<file path="src/rtl/riscv_pkg.sv">
// Shared RV32I front-end definitions: canonical NOP, default reset vector and fetch FSM encoding.
package riscv_pkg;

  localparam logic [31:0] INSTR_NOP            = 32'h0000_0013;
  localparam logic [31:0] DEFAULT_RESET_VECTOR = 32'h0000_0000;

  typedef enum logic [2:0] {
    ST_IDLE  = 3'd0,
    ST_FETCH = 3'd1,
    ST_HOLD  = 3'd2,
    ST_DRAIN = 3'd3,
    ST_FAULT = 3'd4
  } fetch_state_e;

endpackage

</file>
<file path="src/rtl/fetch_pc_reg.sv">
// Program counter: synchronous reset, redirect load (wins over increment) and +4 step.
module fetch_pc_reg
  import riscv_pkg::*;
#(
  parameter logic [31:0] RESET_VECTOR = DEFAULT_RESET_VECTOR
) (
  input  logic        clk,
  input  logic        rst,
  input  logic        load_i,
  input  logic [31:0] load_pc_i,
  input  logic        inc_i,
  output logic [31:0] pc_o,
  output logic [31:0] pc_plus4_o
);

  logic [31:0] pc_q, pc_d;

  assign pc_o       = pc_q;
  assign pc_plus4_o = pc_q + 32'd4;

  always_comb begin
    pc_d = pc_q;
    if (load_i)     pc_d = load_pc_i;
    else if (inc_i) pc_d = pc_plus4_o;
  end

  // NOTE: non-blocking assignment so every register samples pre-edge values, independent of block order.
  always_ff @(posedge clk) begin
    if (rst) pc_q <= RESET_VECTOR;
    else     pc_q <= pc_d;
  end

endmodule

</file>
<file path="src/rtl/fetch_unit.sv">
// Instruction-fetch stage: single outstanding imem request, one-entry output slot to decode,
// redirect handling with drain of an in-flight response, and a sticky misaligned-target fault.
module fetch_unit
  import riscv_pkg::*;
#(
  parameter logic [31:0] RESET_VECTOR = DEFAULT_RESET_VECTOR,
  parameter int          XLEN         = 32
) (
  input  logic            clk,
  input  logic            rst,
  input  logic            redirect_valid,
  input  logic [XLEN-1:0] redirect_pc,
  input  logic            stall,
  output logic            imem_req,
  output logic [XLEN-1:0] imem_addr,
  input  logic            imem_rvalid,
  input  logic [XLEN-1:0] imem_rdata,
  output logic            instr_valid,
  output logic [XLEN-1:0] instr,
  output logic [XLEN-1:0] instr_pc,
  output logic [XLEN-1:0] pc_plus4,
  output logic            misaligned
);

  fetch_state_e    state_q, state_d;
  logic [XLEN-1:0] addr_q, addr_d;
  logic [XLEN-1:0] instr_q, instr_d;
  logic [XLEN-1:0] instr_pc_q, instr_pc_d;
  logic [XLEN-1:0] pc_plus4_q, pc_plus4_d;
  logic            valid_q, valid_d;
  logic            misaligned_q, misaligned_d;
  logic            pc_load, pc_inc;
  logic [XLEN-1:0] pc, pc_next4;

  fetch_pc_reg #(.RESET_VECTOR(RESET_VECTOR)) u_pc (
    .clk        (clk),
    .rst        (rst),
    .load_i     (pc_load),
    .load_pc_i  (redirect_pc),
    .inc_i      (pc_inc),
    .pc_o       (pc),
    .pc_plus4_o (pc_next4)
  );

  always_ff @(posedge clk) begin
    if (rst) begin
      state_q      <= ST_IDLE;
      addr_q       <= RESET_VECTOR;
      instr_q      <= INSTR_NOP;
      instr_pc_q   <= '0;
      pc_plus4_q   <= 32'd4;
      valid_q      <= 1'b0;
      misaligned_q <= 1'b0;
    end else begin
      state_q      <= state_d;
      addr_q       <= addr_d;
      instr_q      <= instr_d;
      instr_pc_q   <= instr_pc_d;
      pc_plus4_q   <= pc_plus4_d;
      valid_q      <= valid_d;
      misaligned_q <= misaligned_d;
    end
  end

  // NOTE: every _d signal gets a hold default first so no path leaves one unassigned (no latches).
  always_comb begin
    state_d      = state_q;
    addr_d       = addr_q;
    instr_d      = instr_q;
    instr_pc_d   = instr_pc_q;
    pc_plus4_d   = pc_plus4_q;
    valid_d      = valid_q;
    misaligned_d = misaligned_q;
    pc_load      = 1'b0;
    pc_inc       = 1'b0;

    if (redirect_valid && state_q != ST_FAULT) begin
      valid_d = 1'b0;
      if (redirect_pc[1:0] != 2'b00) begin
        state_d      = ST_FAULT;
        misaligned_d = 1'b1;
      end else begin
        pc_load = 1'b1;
        // An unanswered request keeps its address until the stale response is swallowed.
        if ((state_q == ST_FETCH || state_q == ST_DRAIN) && !imem_rvalid) begin
          state_d = ST_DRAIN;
        end else begin
          state_d = ST_FETCH;
          addr_d  = redirect_pc;
        end
      end
    end else begin
      unique case (state_q)
        ST_IDLE: begin
          state_d = ST_FETCH;
          addr_d  = pc;
        end
        ST_FETCH: begin
          if (imem_rvalid) begin
            instr_d    = imem_rdata;
            instr_pc_d = pc;
            pc_plus4_d = pc_next4;
            valid_d    = 1'b1;
            pc_inc     = 1'b1;
            state_d    = ST_HOLD;
          end
        end
        ST_HOLD: begin
          if (!stall) begin
            valid_d = 1'b0;
            addr_d  = pc;
            state_d = ST_FETCH;
          end
        end
        ST_DRAIN: begin
          if (imem_rvalid) begin
            addr_d  = pc;
            state_d = ST_FETCH;
          end
        end
        ST_FAULT: ;
        default: state_d = ST_IDLE;
      endcase
    end
  end

  always_comb begin
    imem_req = (state_q == ST_FETCH) || (state_q == ST_DRAIN);
  end

  assign imem_addr   = addr_q;
  assign instr_valid = valid_q;
  assign instr       = instr_q;
  assign instr_pc    = instr_pc_q;
  assign pc_plus4    = pc_plus4_q;
  assign misaligned  = misaligned_q;

endmodule

</file>
<file path="config.mk">
export PLATFORM = sky130hd
export DESIGN_NAME = fetch_unit
export DESIGN_NICKNAME = d
export VERILOG_FILES = /design/src/rtl/riscv_pkg.sv /design/src/rtl/fetch_pc_reg.sv /design/src/rtl/fetch_unit.sv
export SDC_FILE = /design/constraint.sdc
export NUM_CORES = 1
export LEC_CHECK = 0
export ABC_AREA = 1
export ABC_CLOCK_PERIOD_IN_PS = 1870
export BUFFER_PORTS_ARGS = -buffer_cell sky130_fd_sc_hd__clkbuf_2
export CAP_MARGIN = 30
export CELL_PAD_IN_SITES_DETAIL_PLACEMENT = 0
export CELL_PAD_IN_SITES_GLOBAL_PLACEMENT = 2
export CORE_MARGIN = 5
export CORE_UTILIZATION = 28
export CTS_CLUSTER_DIAMETER = 60
export DETAILED_ROUTE_END_ITERATION = 16
export PLACE_DENSITY_LB_ADDON = 0.15
export SLEW_MARGIN = 20
export SYNTH_ARGS = -nofsm -noshare
export SYNTH_HDL_FRONTEND = slang
export SYNTH_SLANG_ARGS = --single-unit
</file>
<file path="constraint.sdc">
create_clock -name clk -period 1.87 [get_ports clk]
set_input_delay 0.0935 -clock clk [delete_from_list [all_inputs] [get_ports clk]]
set_output_delay 0.0935 -clock clk [all_outputs]
set_load 0.01 [all_outputs]
</file>
==> impl_metrics.toml, run 1 <==
[timing]
hold_viol_final = 0
worst_pin_slew_ps = 754
min_period_over_period_pct = 94.0
finalClockSkew_ps = 14.7
setup_viol = 0
max_freq_mhz = 569
period_needed_ps = 1760
slew_headroom_pct = 49.4
rsz0062_at_grt = "yes"
slew_viol_final = 0

[drt]
drc = 0
postRouteWirelength_mm = 27.8
viasPerCell = 4.52
wl_per_cell_um = 16.6
num_vias = 7542
dr.first_iter.drc_count = 377
first_pass_iters = 7
detail-route-antenna-nets = 0

[pwr]
pwr-share-seq_pct = 43.4
pwr-share-comb_pct = 14.2
finalPower_mw = 8.58
power_frac_clock_pct = 42.4
internal_power_mw = 6.01
p_leak_nw = 4.38
p_switching_mw = 2.57
powerDensity_nw_per_um2 = 867
switching_share_pct = 30.0
worst_ir_drop_vdd_mv = 0.598

[clock_tree]
cts_tree = "built"
cts_made_buffers = 17
clockBufferDepth = 2
cts_root_buf = "clkbuf_16"
htreeDepth = 4
cts_sinks = 163
cts.clk_slew.worst_paths_ps = 70
clk_latency_ps = 440

[yosys]
synth_ff_type = "dfxtp_1"
synth-async-reset-ratio_pct = 0
synth_edf_count = 0
synth_cells = 1075
synth_top_area_share_pct = 44.8
synth_cell_type_count = 32
synth_nets = 1145
ys_ff_latch = 163
yosys_warnings = 0
synth_area_sq_um = 7280
synth_area_per_cell_sq_um = 6.78
yosysTopAreaCell = "dfxtp_1"
ys_seq_area_share_pct = 44.8
ys_top_cells_by_area = "dfxtp_1, nand2_1, a21oi_1"

[setup_path]
critPathKind = "flop to flop"
cp_slowest_cell = "dfxtp_1"
cp_max_fo = 6
cp.buffers_inverters = 0
arrival_ps = 2070
cp_top_family = "simple AND/OR/NAND/NOR gates"
slowest_delay_ps = 420
required_ps = 2180
cp-start-kind = "flop"
end_kind = "flop"
path_cells = "ha_1, nand2_1, nor2_1, nand2_1, nor2_2, nand2_1, nand2_1, nand3_1, nand2_1, nor2_1"
cp_common_cell = "nand2_1"

[final_layout]
drive_above_1_share_pct = 22.9
ff_latch_area_sq_um = 3260
antennaDiodeCount = 0
fin_area_sq_um = 9890
area_delta_synth_final_pct = 35.8
num-fill-cells = 2848
nets = 1392
multi_input_area_sq_um = 3350

[global_routing]
grt_pass1_wl_mm = 42.6
antenna_found_initial = 0
grt_usage_pct = 18.6
grt_pass1_vias = 7468
grt_max_degree = 137
overflow = 0

[die]
design.core.area_sq_um = 25800
chipWidth_um = 171
io_pins = 200
initial_utilization_pct = 28.2
placementRows = 59
dieArea_sq_um = 29300
die_h_um = 171

[worst_hold_path]
worst_hold_path_type = "input pin to flop"

[status]
status = "completed"

[place]
place.port_buffers = 199
post-dp-hpwl_mm = 20.0
gp_congestion = 0.798
place_area_sq_um = 8820

[run]
max_cap_viol_count = 0
-- layout by cell type, fill, tap and decap left out, types with 2 or more instances in the layout --
master         instances
nand2_1              390
clkbuf_2             198
dfxtp_1              162
a21oi_1              127
nand3_1               95
inv_1                 89
nor2_1                50
buf_4                 44
dlygate4sd3_1         40
o21ai_0               23
clkbuf_16             18
o21ai_1               16
a31oi_1                8
o21a_1                 7
nor2_2                 6
inv_2                  5
buf_12                 5
o21bai_1               4
clkinv_8               4
inv_8                  4
nand2_2                3
xor2_1                 3
o22ai_1                3
nand3_2                2
nor3_1                 2
and2_1                 2
nor2_4                 2
or2_2                  2
nand4_1                2
a211oi_1               2
clkinv_4               2
inv_6                  2
clkinvlp_4             2
-- path summary, 6_finish.rpt --
check	slack (ps)	start	end	cells after the start
worst max register to register	110	u_pc.pc_o[2]$_SDFFE_PP0P_	u_pc.pc_o[20]$_SDFFE_PP0P_	10
worst min-delay path	4	redirect_pc[4]	u_pc.pc_o[4]$_SDFFE_PP0P_	5
worst min register to register	460	pc_plus4[2]$_SDFFE_PP1P_	pc_plus4[2]$_SDFFE_PP1P_	2
worst max-delay path	110	u_pc.pc_o[2]$_SDFFE_PP0P_	u_pc.pc_o[20]$_SDFFE_PP0P_	10
-- metal layers --
layer	wire, um	global-route usage, %
met5	0	0
met2	13300	31.9
met4	257	3.82
met3	1320	3.70
met1	12900	24.5
-- kinds of logic after synthesis --
family	Yosys count	share of synthesized area (%)
flip-flops	163	44.8
AO/OA/AOI/OAI	190	13.7
AND/OR/NAND/NOR	559	31.5
buffers and inverters	158	9.40
XOR/XNOR	4	0.481
adder cells (fa/ha/maj)	1	0.172
-- power groups by stage --
stage / clock network [mW] / registers [mW] / logic, mW
finish: 3.64 / 3.72 / 1.22
global route: 3.89 / 3.74 / 1.37
CTS: 3.75 / 3.73 / 1.23
detailed placement: 0 / 3.81 / 1.16
global placement: 0 / 3.80 / 1.16
floorplan: 0 / 3.83 / 0.617
-- final cells by class --
cell class              count  area share, %
repair buffers            290           18.9
clock buffers              17           4.30
inverters                  96           3.67
flip-flops and latches    163           33.0
well taps                 335           4.24
multi-input cells         754           33.9
clock inverters            15           1.92
-- cell usage after synthesis (4+ instances only) --
| cell | n |
|---|---|
| nand2_1 | 390 |
| inv_1 | 89 |
| o21bai_1 | 4 |
| o21a_1 | 7 |
| nand2_2 | 4 |
| clkbuf_1 | 23 |
| nand3_1 | 95 |
| dfxtp_1 | 163 |
| nor2_1 | 53 |
| o21ai_1 | 14 |
| inv_2 | 6 |
| buf_4 | 12 |
| a21oi_1 | 127 |
| nor2_2 | 4 |
| a31oi_1 | 8 |
| buf_2 | 25 |
| o21ai_0 | 25 |
-- metrics by stage --
| stage | hold slack [ps] | TNS, ps | util (%) | instances | setup slack, ps |
|---|---|---|---|---|---|
| global route | 15.8 | -183 | 38.3 | 1670 | -43.0 |
| finish | 4.33 | 0 | 38.3 | 1670 | 113 |
| CTS | 1.49 | 0 | 38.1 | 1669 | 64.4 |
| detailed placement | 306 | 0 | 34.1 | 1597 | 94.3 |
| floorplan | 207 | 0 | - | 1075 | 438 |
| global placement | 293 | 0 | 34.1 | 1597 | 96.5 |
-- flip-flops by register name (all words and copies together) (netlist names) --
register,count
state_q,3
pc_plus4,30
instr,32
instr_valid,1
misaligned,1
u_pc.pc_o,32
instr_pc,32
imem_addr,32
-- worst register-to-register path: cells and delay by family (launching register included) --
family / cells / cell delay [ps]
simple gates: 9 / 1020
flops: 1 / 420
fa+ha+maj: 1 / 210
-- what timing repair did --
item,CTS,global route
setup buffers,0,0
endpoints found under the hold margin,40,0
setup endpoints to repair,0,35
hold buffers,40,0
gates resized for setup,0,13
No activity file was read; power rests on OpenSTA's default activity.
==> inputs of run 2 (changes only) <==
--- a/config.mk
+++ b/config.mk
@@ -7,14 +7,14 @@
 export LEC_CHECK = 0
 export ABC_AREA = 1
 export ABC_CLOCK_PERIOD_IN_PS = 1870
-export BUFFER_PORTS_ARGS = -buffer_cell sky130_fd_sc_hd__clkbuf_2
 export CAP_MARGIN = 30
 export CELL_PAD_IN_SITES_DETAIL_PLACEMENT = 0
 export CELL_PAD_IN_SITES_GLOBAL_PLACEMENT = 2
 export CORE_MARGIN = 5
-export CORE_UTILIZATION = 28
+export CORE_UTILIZATION = 33
 export CTS_CLUSTER_DIAMETER = 60
 export DETAILED_ROUTE_END_ITERATION = 16
+export DONT_BUFFER_PORTS = 1
 export PLACE_DENSITY_LB_ADDON = 0.15
 export SLEW_MARGIN = 20
 export SYNTH_ARGS = -nofsm -noshare
==> run 2 against run 1 <==
The flow now finishes with violations (negative hold slack); clock power about the same; worst setup slack lost 10 ps; register-to-register slack about the same; power shrank 3.1%; highest routed layer unchanged.
==> impl_metrics.toml, run 2 (synthesis gave the netlist of run 1 again) <==
[status]
status = "finished, violations left"
violations = "negative hold slack"

[timing]
setup_viol = 0
finalClockSkew_ps = 10.3
min_period_over_period_pct = 94.5
max_freq_mhz = 566
hold_viol_final = 136
slew_viol_final = 0
period_needed_ps = 1770
holdWs_ps = -272
slew_headroom_pct = 69.6
rsz0062_at_grt = "no"
final.setup.tns_ps = 0
worst_pin_slew_ps = 451

[worst_hold_path]
worstHoldStart = "rst"
hold_depth = 1
worst_hold_path_type = "input pin to flop"

[setup_path]
end_kind = "flop"
cp_max_fo = 19
cp_slowest_cell = "dlygate4sd3_1"
path_cells = "nand3_2, nand2_4, inv_2, buf_4, a211oi_1, dlygate4sd3_1"
r2r_end = "instr_valid$_SDFFE_PP0P_"
arrival_ps = 2140
endpoint = "instr_valid$_SDFFE_PP0P_"
critPathLaunch = "state_q[2]$_SDFFE_PP0P_"
r2r_start = "state_q[2]$_SDFFE_PP0P_"
required_ps = 2240
r2r_slack_ps = 100
critPathKind = "flop to flop"
slowest_delay_ps = 570
cp-start-kind = "flop"
r2r_cells = 6

[drt]
detail-route-antenna-nets = 0
wl_per_cell_um = 18.1
dr.first_iter.drc_count = 385
first_pass_iters = 5
num_vias = 6867
drt-met1-wl_mm = 11.2
drc = 0
dr.max_layer_used = "met4"
met2WireLength_mm = 12.2
met3_length_mm = 1.74
postRouteWirelength_mm = 25.5
viasPerCell = 4.88

[final_layout]
final_common_cell = "nand2_1"
nets = 1185
drive_above_1_share_pct = 9.84
area_delta_synth_final_pct = 19.5
antennaDiodeCount = 0
layout_common_cells = "nand2_1, dfxtp_1, a21oi_1, nand3_1, inv_1"

[clock_tree]
cts.clk_slew.worst_paths_ps = 70
cts_tree = "built"
clk_latency_ps = 440
cts_made_buffers = 17
cts_sinks = 163
postCtsSetupBuffers = 0
clockBufferDepth = 2
cts_root_buf = "clkbuf_16"
htreeDepth = 4

[global_routing]
grt_max_degree = 138
antenna_found_initial = 0
overflow = 0
grt_pass1_wl_mm = 39.0
grt_usage_pct = 20.1
grt_pass1_vias = 6629

[die]
initial_utilization_pct = 33.5
placementRows = 54
chipWidth_um = 159
design.core.area_sq_um = 21800
io_pins = 200
die_h_um = 159
dieArea_sq_um = 25100

[run]
max_cap_viol_count = 0

[pwr]
p_leak_nw = 3.47
worst_ir_drop_vdd_mv = 0.552
finalPower_mw = 8.31
powerDensity_nw_per_um2 = 955

[place]
post-dp-hpwl_mm = 18.4
gp_congestion = 0.827
place.port_buffers = 0
[run 2: layer usage]
| metal | vias up | global-route usage, % |
|---|---|---|
| li1 | 3492 | - |
| met1 | 3174 | 25.9 |
| met2 | 180 | 33.4 |
| met3 | 21 | 5.60 |
| met4 | 0 | 5.28 |
| met5 | - | 0 |
[run 2: cell type report]
class,instances,area [sq um]
well taps,280,350
clock buffers,18,439
inverters,96,362
clock inverters,14,164
fillers,2378,13000
flip-flops and latches,163,3260
multi-input cells,754,3370
repair buffers,83,763
[run 2: worst min path at each step]
stage,to
after floorplan,instr[0]$_SDFFE_PP1P_
after global placement,imem_addr[13]$_SDFFE_PP0P_
after detailed placement,imem_addr[31]$_SDFFE_PP0P_
after CTS,imem_addr[31]$_SDFFE_PP0P_
after global routing,imem_addr[31]$_SDFFE_PP0P_
final,imem_addr[31]$_SDFFE_PP0P_
[run 2: critical path, delay by kind of cell (launching register included)]
| kind | cells | cell delay [ps] |
|---|---|---|
| buf+inv | 3 | 850 |
| compound gates | 1 | 180 |
| simple gates | 2 | 260 |
| flops | 1 | 400 |
[run 2: what timing repair did]
action,4_1_cts,5_1_grt
endpoints found under the hold margin,147,136
hold buffers,12,14
setup endpoints to repair,0,12
resized for setup,0,6
[run 2: power breakdown]
group / switching [mW] / internal, mW / total, mW
logic: 0.575 / 0.350 / 0.925
clock network: 1.67 / 1.94 / 3.61
registers: 0.168 / 3.61 / 3.78
[run 2: through the flow]
stage | instances | setup WS [ps] | utilization (%) | hold slack [ps] | area (sq um)
floorplan | 1075 | 438 | - | 207 | 7280
global placement | 1350 | 109 | 35.9 | 173 | 7820
detailed placement | 1350 | 132 | 35.9 | 176 | 7820
CTS | 1394 | 75.1 | 39.3 | -294 | 8540
global route | 1408 | 3.26 | 40.0 | -284 | 8710
finish | 1408 | 103 | 40.0 | -272 | 8710
==> inputs of run 3 (changes only) <==
--- a/config.mk
+++ b/config.mk
@@ -6,12 +6,13 @@
 export NUM_CORES = 1
 export LEC_CHECK = 0
 export ABC_AREA = 1
-export ABC_CLOCK_PERIOD_IN_PS = 1870
+export ABC_CLOCK_PERIOD_IN_PS = 1500
 export CAP_MARGIN = 30
 export CELL_PAD_IN_SITES_DETAIL_PLACEMENT = 0
 export CELL_PAD_IN_SITES_GLOBAL_PLACEMENT = 2
 export CORE_MARGIN = 5
-export CORE_UTILIZATION = 33
+export CORE_UTILIZATION = 31
+export CTS_BUF_LIST = sky130_fd_sc_hd__clkbuf_8
 export CTS_CLUSTER_DIAMETER = 60
 export DETAILED_ROUTE_END_ITERATION = 16
 export DONT_BUFFER_PORTS = 1
==> constraint.sdc (replaced) <==
create_clock -name clk -period 1.5 [get_ports clk]
set_input_delay 0.3 -clock clk [delete_from_list [all_inputs] [get_ports clk]]
set_output_delay 0.3 -clock clk [all_outputs]
set_load 0.01 [all_outputs]
==> run 3 against run 2 <==
The flow finishes with violations (negative hold slack, negative setup slack); non-clock buffer count grew 44; sequential share of layout area shrank 2.9 points; global-route usage up 0.49 points; clock power decreased by 5.8%; highest routed layer unchanged.
==> impl_metrics.toml, run 3 (synthesis gave the netlist of run 1 again) <==
[global_routing]
overflow = 0
grt_usage_pct = 20.6
antenna_found_initial = 0
grt_max_degree = 138
grt_pass1_wl_mm = 41.8
grt_pass1_vias = 7106

[clock_tree]
clk_latency_ps = 470
cts_root_buf = "clkbuf_8"
cts_sinks = 163
htreeDepth = 4
cts_made_buffers = 17
cts_tree = "built"
clockBufferDepth = 2
cts.clk_slew.worst_paths_ps = 100

[setup_path]
cp.depth = 11
r2r_cells = 11
end_kind = "flop"
critPathKind = "flop to flop"
required_ps = 1850
r2r_start = "u_pc.pc_o[2]$_SDFFE_PP0P_"
cp.buffers_inverters = 1
cp_max_fo = 6
r2r_end = "u_pc.pc_o[20]$_SDFFE_PP0P_"
cp_slowest_cell = "dfxtp_4"
path_cells = "ha_4, nand2_4, nor2_4, nand2_4, nor2_4, buf_6, nand2_2, nand2_2, nand3_2, nand2_2, nor2_2"
cp_top_family = "simple AND/OR/NAND/NOR gates"
endpoint = "u_pc.pc_o[20]$_SDFFE_PP0P_"
cp_common_cell = "nand2_2"
arrival_ps = 1860
critPathLaunch = "u_pc.pc_o[2]$_SDFFE_PP0P_"
slowest_delay_ps = 380
r2r_slack_ps = -6
cp-start-kind = "flop"

[pwr]
internal_power_mw = 6.54
pwr-share-comb_pct = 15.1
p_switching_mw = 3.04
finalPower_mw = 9.58
pwr-share-seq_pct = 49.4
switching_share_pct = 31.7
power_frac_clock_pct = 35.5
powerDensity_nw_per_um2 = 1000
worst_ir_drop_vdd_mv = 0.485
p_leak_nw = 3.77

[final_layout]
drive_above_1_share_pct = 25.5
fin_area_sq_um = 9560
antennaDiodeCount = 0
ff_latch_area_sq_um = 3300
post-route-util_pct = 41.0
final_common_cell = "nand2_1"
layout_common_cells = "nand2_1, dfxtp_1, a21oi_1, buf_4, inv_1"
final_cells = 1491
num-fill-cells = 2543
area_delta_synth_final_pct = 31.2
nets = 1229
multi_input_area_sq_um = 3830

[place]
dp_cells = 1444
gp_congestion = 0.840
place_area_sq_um = 8330
place.port_buffers = 0
post-dp-hpwl_mm = 19.9
pre_cts_slack_ps = -228

[drt]
dr.first_iter.drc_count = 408
drc = 0
postRouteWirelength_mm = 27.8
num_vias = 7094
viasPerCell = 4.76
detail-route-antenna-nets = 0
first_pass_iters = 5
wl_per_cell_um = 18.6

[die]
dieArea_sq_um = 26700
chipWidth_um = 163
design.core.area_sq_um = 23300
initial_utilization_pct = 31.2
placementRows = 56
io_pins = 200
die_h_um = 163

[timing]
fin_ws_ps = -6.44
hold_viol_final = 55
slew_viol_final = 0
setup_viol = 2
rsz0062_at_grt = "yes"
worst_pin_slew_ps = 434
max_freq_mhz = 664
final.setup.tns_ps = -7.96
min_period_over_period_pct = 100
finalClockSkew_ps = 22.1
period_needed_ps = 1510
holdWs_ps = -95.5
slew_headroom_pct = 71.1

[status]
violations = "negative hold slack, negative setup slack"
status = "finished, violations left"

[worst_hold_path]
worst_hold_path_type = "input pin to flop"

[run]
max_cap_viol_count = 0
-- run 3: final cells by class --
cell class,instances,share of cell area [%]
Clock inverter,15,1.92
Multi-Input combinational cell,754,40.1
Sequential cell,163,34.6
Tap cell,319,4.18
Inverter,96,3.90
Timing Repair Buffer,127,12.9
Clock buffer,17,2.45
-- run 3: how the worst min path moves through the flow --
stage / start / endpoint / slack, ps / depth (start not counted)
after floorplan: imem_rdata[0] / instr[0]$_SDFFE_PP1P_ / 410 / 2
after global placement: rst / imem_addr[13]$_SDFFE_PP0P_ / 380 / 1
after detailed placement: rst / imem_addr[13]$_SDFFE_PP0P_ / 380 / 1
after CTS: rst / imem_addr[13]$_SDFFE_PP0P_ / -130 / 1
after global routing: rst / u_pc.pc_o[21]$_SDFFE_PP0P_ / -150 / 1
final: rst / imem_addr[13]$_SDFFE_PP0P_ / -100 / 1
-- run 3: per-layer routing --
metal	global-route usage (%)	part of all wire, %	vias up
met5	0	0	-
met4	4.42	1.3	0
met3	7.12	8.1	24
met2	35.6	49	170
met1	24.9	42	3302
li1	-	-	3598
-- run 3: timing repair --
item | CTS | global route
hold buffers | 3 | 1
cloned | 3 | 0
resized for setup | 67 | 121
setup buffers | 6 | 4
pin swaps | 10 | 26
endpoints found under the setup margin | 154 | 152
endpoints found under the hold margin | 138 | 135
-- run 3: power by group through the flow --
stage,Combinational [mW],Sequential (mW),Clock [mW]
floorplan,0.769,4.77,0
finish,1.44,4.73,3.40
detailed placement,1.25,4.82,0
global route,1.59,4.76,3.73
global placement,1.25,4.82,0
CTS,1.37,4.73,3.54
